**src/rtl/glorb_pkg.sv**
```systemverilog
// glorb_pkg: shared constants and types for instr_fetch.
// IFETCH_PARITY_EN selects one even-parity bit per stored word.
package glorb_pkg;
  localparam int IW_DEF = 8;
  localparam int IMW_DEF = 4;
`ifdef IFETCH_PARITY_EN
  localparam int PW = 1;
`else
  localparam int PW = 0;
`endif
  typedef enum logic [0:0] {LOAD = 1'b0, RUN = 1'b1} state_t;
endpackage

```
**src/rtl/imem_bank.sv**
```systemverilog
// imem_bank: instruction store with synchronous write and registered read.
module imem_bank
  import glorb_pkg::*;
#(
  parameter int W = IW_DEF + PW,
  parameter int AW = IMW_DEF
) (
  input  logic          clk,
  input  logic          rst_n,
  input  logic          we,
  input  logic [AW-1:0] waddr,
  input  logic [W-1:0]  wdata,
  input  logic          re,
  input  logic [AW-1:0] raddr,
  output logic [W-1:0]  rdata
);
  logic [W-1:0] mem [2**AW];
  always_ff @(posedge clk) if (we) mem[waddr] <= wdata;
  always_ff @(posedge clk)
    if (!rst_n) rdata <= '0;
    else if (re) rdata <= mem[raddr];
endmodule

```
**src/rtl/instr_fetch.sv**
```systemverilog
// instr_fetch: loadable instruction store answering program-counter fetches.
// Define IFETCH_PARITY_EN to store and check an even-parity bit per word.
module instr_fetch
  import glorb_pkg::*;
#(
  parameter int IW = IW_DEF,
  parameter int IMW = IMW_DEF
) (
  input  logic           clk,
  input  logic           rst_n,
  input  logic           load_valid,
  output logic           load_ready,
  input  logic [IW-1:0]  load_data,
  input  logic           load_last,
  input  logic           load_restart,
  output logic           start,
  input  logic [IMW-1:0] pc_in,
  input  logic           flush,
  output logic [IW-1:0]  instr,
  output logic           instr_valid,
  output logic           parity_err
);
  state_t state;
  logic [IMW-1:0] waddr;
  logic [IW+PW-1:0] wdata, rdata;
  logic accept, done, re;
  assign load_ready = state == LOAD;
  assign accept = load_ready && load_valid;
  assign done = accept && (load_last || &waddr);
  assign re = state == RUN && !load_restart;
  assign instr = rdata[IW-1:0];
`ifdef IFETCH_PARITY_EN
  assign wdata = {^load_data, load_data};
  // instr_valid is already low for flushed fetches, so it gates the check
  assign parity_err = instr_valid && ^rdata;
`else
  assign wdata = load_data;
  assign parity_err = 1'b0;
`endif
  imem_bank #(.W(IW + PW), .AW(IMW)) u_bank (
    .clk(clk), .rst_n(rst_n), .we(accept), .waddr(waddr), .wdata(wdata),
    .re(re), .raddr(pc_in), .rdata(rdata)
  );
  always_ff @(posedge clk)
    if (!rst_n) begin
      state <= LOAD;
      waddr <= '0;
      start <= 1'b0;
      instr_valid <= 1'b0;
    end else begin
      start <= done;
      if (state == LOAD) begin
        if (accept) waddr <= waddr + 1'b1;
        if (done) state <= RUN;
      end else if (load_restart) begin
        state <= LOAD;
        waddr <= '0;
        instr_valid <= 1'b0;
      end else instr_valid <= !flush;
    end
endmodule

```
**config.mk**
```make
export PLATFORM = sky130hd
export DESIGN_NAME = instr_fetch
export DESIGN_NICKNAME = d
export VERILOG_FILES = /design/src/rtl/glorb_pkg.sv /design/src/rtl/imem_bank.sv /design/src/rtl/instr_fetch.sv
export SDC_FILE = /design/constraint.sdc
export NUM_CORES = 1
export LEC_CHECK = 0
export ABC_AREA = 0
export CORE_ASPECT_RATIO = 0.8
export CORE_UTILIZATION = 28
export DETAILED_ROUTE_END_ITERATION = 6
export PLACE_DENSITY = 0.45
export SLEW_MARGIN = 5
export SYNTH_ARGS = -nofsm -noshare
export SYNTH_HDL_FRONTEND = slang
export SYNTH_SLANG_ARGS = --single-unit
export TNS_END_PERCENT = 10
```
**constraint.sdc**
```tcl
create_clock -name clk -period 2.3 [get_ports clk]
set_clock_uncertainty 0.05 [all_clocks]
set_input_delay 0.23 -clock clk [delete_from_list [all_inputs] [get_ports clk]]
set_output_delay 0.23 -clock clk [all_outputs]
set_load 0.02 [all_outputs]
```
==> results.sh <==
export IMPL_status="completed"
export IMPL_io_buffers=28
export IMPL_clock_sinks=143
export IMPL_clockPowerShare_pct=48.5
export IMPL_grt_overflow=0
export IMPL_clk_latency_ns=0.42
export IMPL_syn_nets=387
export IMPL_vias_per_cell=4.52
export IMPL_p_total_mw=6.24
export IMPL_synth_area_per_cell_um2=15.7
export IMPL_synth_top_area_cell="edfxtp_1"
export IMPL_pwr_share_seq_pct=46.2
export IMPL_vias=3131
export IMPL_path_cells="clkdlybuf4s50_1"
export IMPL_grt_pass1_vias=3076
export IMPL_power_density_mw_per_mm2=886
export IMPL_hold_viol=0
export IMPL_n_fill_cell=1878
export IMPL_p_sw_mw=1.23
export IMPL_critPathMaxFanout=2
export IMPL_worstPathRequired_ns=2.02
export IMPL_peakVddDrop_mv=0.392
export IMPL_antenna_cells=0
export IMPL_initialDrtViolationCount=293
export IMPL_cts_buffers=17
export IMPL_crit_type="flop to output port"
export IMPL_p_leak_nw=2.49
export IMPL_rsz0062_at_grt="no"
export IMPL_ys_ff_latch=143
export IMPL_drc=0
export IMPL_dr_pass1_iters=4
export IMPL_synth_cells=365
export IMPL_drive_gt1_share_pct=12.6
export IMPL_cts_tree="yes"
export IMPL_cp_slowest_cell="clkdlybuf4s50_1"
export IMPL_clk_path_buf_depth=2
export IMPL_wl_per_cell_um=19.8
export IMPL_rows=46
export IMPL_die_width_um=162
export IMPL_hold_path_class="input port to flop"
export IMPL_clk_pin_slew_ns=0.06
export IMPL_min_period_ns=1.80
export IMPL_place_congestion=0.771
export IMPL_setup_viol=0
export IMPL_internal_power_mw=5.01
export IMPL_antenna_found_initial=0
export IMPL_path_buf_inv=1
export IMPL_tightest_slew_ns=0.615
export IMPL_drtAntennaViolNets=0
export IMPL_cts_resized=0
export IMPL_worstPathArrival_ns=1.52
export IMPL_slew_violations=0
export IMPL_timing_fmax_mhz=556
export IMPL_slowest_delay_ns=0.65
export IMPL_yosysUniqueCellTypes=37
export IMPL_synth_seq_area_share_pct=72.2
export IMPL_combPwrFrac_pct=5.2
export IMPL_dieArea_mm2=0.0211
export IMPL_grt_max_degree=38
export IMPL_start_util_pct=28.7
export IMPL_setup_tns_ns=0
export IMPL_grt_pass1_wl_mm=20.1
export IMPL_final_period_utilization_pct=78.2
export IMPL_area_delta_synth_final_pct=22.7
export IMPL_hold_buffers=0
export IMPL_clock_root_buffer="clkbuf_16"
export IMPL_cap_violations=0
export IMPL_crit_family="buffers and inverters"
export IMPL_grt_usage_pct=13.9
export IMPL_postCtsSetupRepairBufs=0
export IMPL_fp_dieH_um=130
export IMPL_nNetsFinal=437
export IMPL_end_kind="output port"
export IMPL_slew_headroom_pct=59.0
export IMPL_rrSetupSlack_ns=0.55
export IMPL_synthTopCellsByArea="edfxtp_1 (67%), mux2i_1 (11%), dfxtp_1 (5.2%)"
export IMPL_htree_levels=4
export IMPL_synth_area_mm2=0.00574
export IMPL_core_area_mm2=0.0200
export IMPL_num_io_pins=30
export IMPL_start_kind="flop"
export IMPL_yosys_warnings=0
export IMPL_wl_mm=13.7
export IMPL_dp_hpwl_mm=9.30
export IMPL_yosys_area_top_type_share_pct=66.9
export IMPL_switching_share_pct=19.7
-- metrics by stage --
stage | instances | setup slack, ns | cell area [um2] | hold WS [ns] | util (%)
6_report | 692 | 0.500 | 7040 | 0.358 | 35.3
5_1_grt | 692 | 0.397 | 7040 | 0.407 | 35.3
4_1_cts | 692 | 0.511 | 7040 | 0.359 | 35.3
3_5_place_dp | 660 | 0.249 | 6390 | 0.424 | 32.0
3_3_place_gp | 660 | 0.266 | 6390 | 0.424 | 32.0
2_1_floorplan | 365 | 0.555 | 5740 | 0.279 | -
-- cell usage in the layout, fill, tap and decap left out, types with 2 or more instances in the layout --
master           count
ha_1                 4
clkdlybuf4s50_1     27
and3_1               4
o21a_1               2
clkinv_1             5
mux4_2               2
edfxtp_1           128
nand2_1             30
clkbuf_16           17
and2_1              14
nor2_1               7
buf_4               22
a21oi_1             15
and2b_1              2
nor3_1               3
mux2i_1             62
nand3_1             21
bufinv_16            6
a22oi_1             16
dfxtp_1             15
inv_1                4
o22ai_1              2
-- layout make-up --
class	instances	area, um2	area share (%)
multi-input combinational	199	1450	20.6
inverter	4	15.0	0.213
sequential	143	4140	58.8
tap	264	330	4.69
clock buffer	18	429	6.09
timing repair buffer	50	455	6.47
clock inverter	14	220	3.13
-- per-layer routing --
metal / track usage, % / routed length, um / up-vias
met5: 0 / 0 / -
met2: 19.0 / 5700 / 73
met3: 3.18 / 769 / 5
li1: - / - / 1492
met1: 20.9 / 7170 / 1561
met4: 5.49 / 62 / 0
-- power by group through the flow --
| stage | clock [mW] | combinational (mW) | sequential [mW] |
|---|---|---|---|
| floorplan | 0 | 0.172 | 2.94 |
| global placement | 0 | 0.332 | 2.94 |
| detailed placement | 0 | 0.332 | 2.94 |
| CTS | 3.09 | 0.333 | 2.88 |
| global route | 3.17 | 0.357 | 2.89 |
| finish | 3.03 | 0.327 | 2.88 |
-- cell families (layout without fill, tap and decap cells) --
group | after synthesis | in the layout | share of synthesized area [%]
other | 1 | 1 | 0.0653
buffers and inverters | 23 | 86 | 2.57
AOI/OAI and AO/OA | 42 | 42 | 4.97
and+or+nand+nor | 87 | 87 | 7.61
muxes | 64 | 64 | 11.6
xor gates and xnor gates | 1 | 1 | 0.153
adders and majority gates | 4 | 4 | 0.872
DFF | 143 | 143 | 72.2
-- final timing paths --
| kind | startpoint | endpoint | cells past startpoint |
|---|---|---|---|
| hold / removal | pc_in[2] | u_bank.rdata[6]$_SDFFE_PN0P_ | 4 |
| setup / recovery | u_bank.rdata[4]$_SDFFE_PN0P_ | instr[4] | 1 |
| hold reg to reg | u_bank.rdata[1]$_SDFFE_PN0P_ | u_bank.rdata[1]$_SDFFE_PN0P_ | 2 |
| setup reg to reg | state$_SDFF_PN0_ | u_bank.mem[4][0]$_DFFE_PP_ | 3 |
-- synth_stat cells, drive strengths merged --
library cell / n
and2: 14
dfxtp: 15
nand2b: 1
o41ai: 1
nor3b: 1
and3: 4
o2bb2ai: 1
nor2: 8
o311a: 1
mux2i: 62
nand4bb: 1
ha: 4
o21a: 2
clkbuf: 2
inv: 4
a221oi: 1
a31oi: 1
xnor2: 1
o22ai: 2
conb: 1
a22oi: 16
edfxtp: 128
nand4b: 1
nand2: 30
o21ai: 1
mux4: 2
buf: 17
nor3: 3
a21oi: 15
and2b: 3
nand3: 21
a41oi: 1
-- registers in the layout, indices dropped and copies added (netlist names) --
signal	count
u_bank.mem	128
u_bank.rdata	8
waddr	4
instr_valid	1
start	1
state	1
Power figures use the tool's default switching activity.
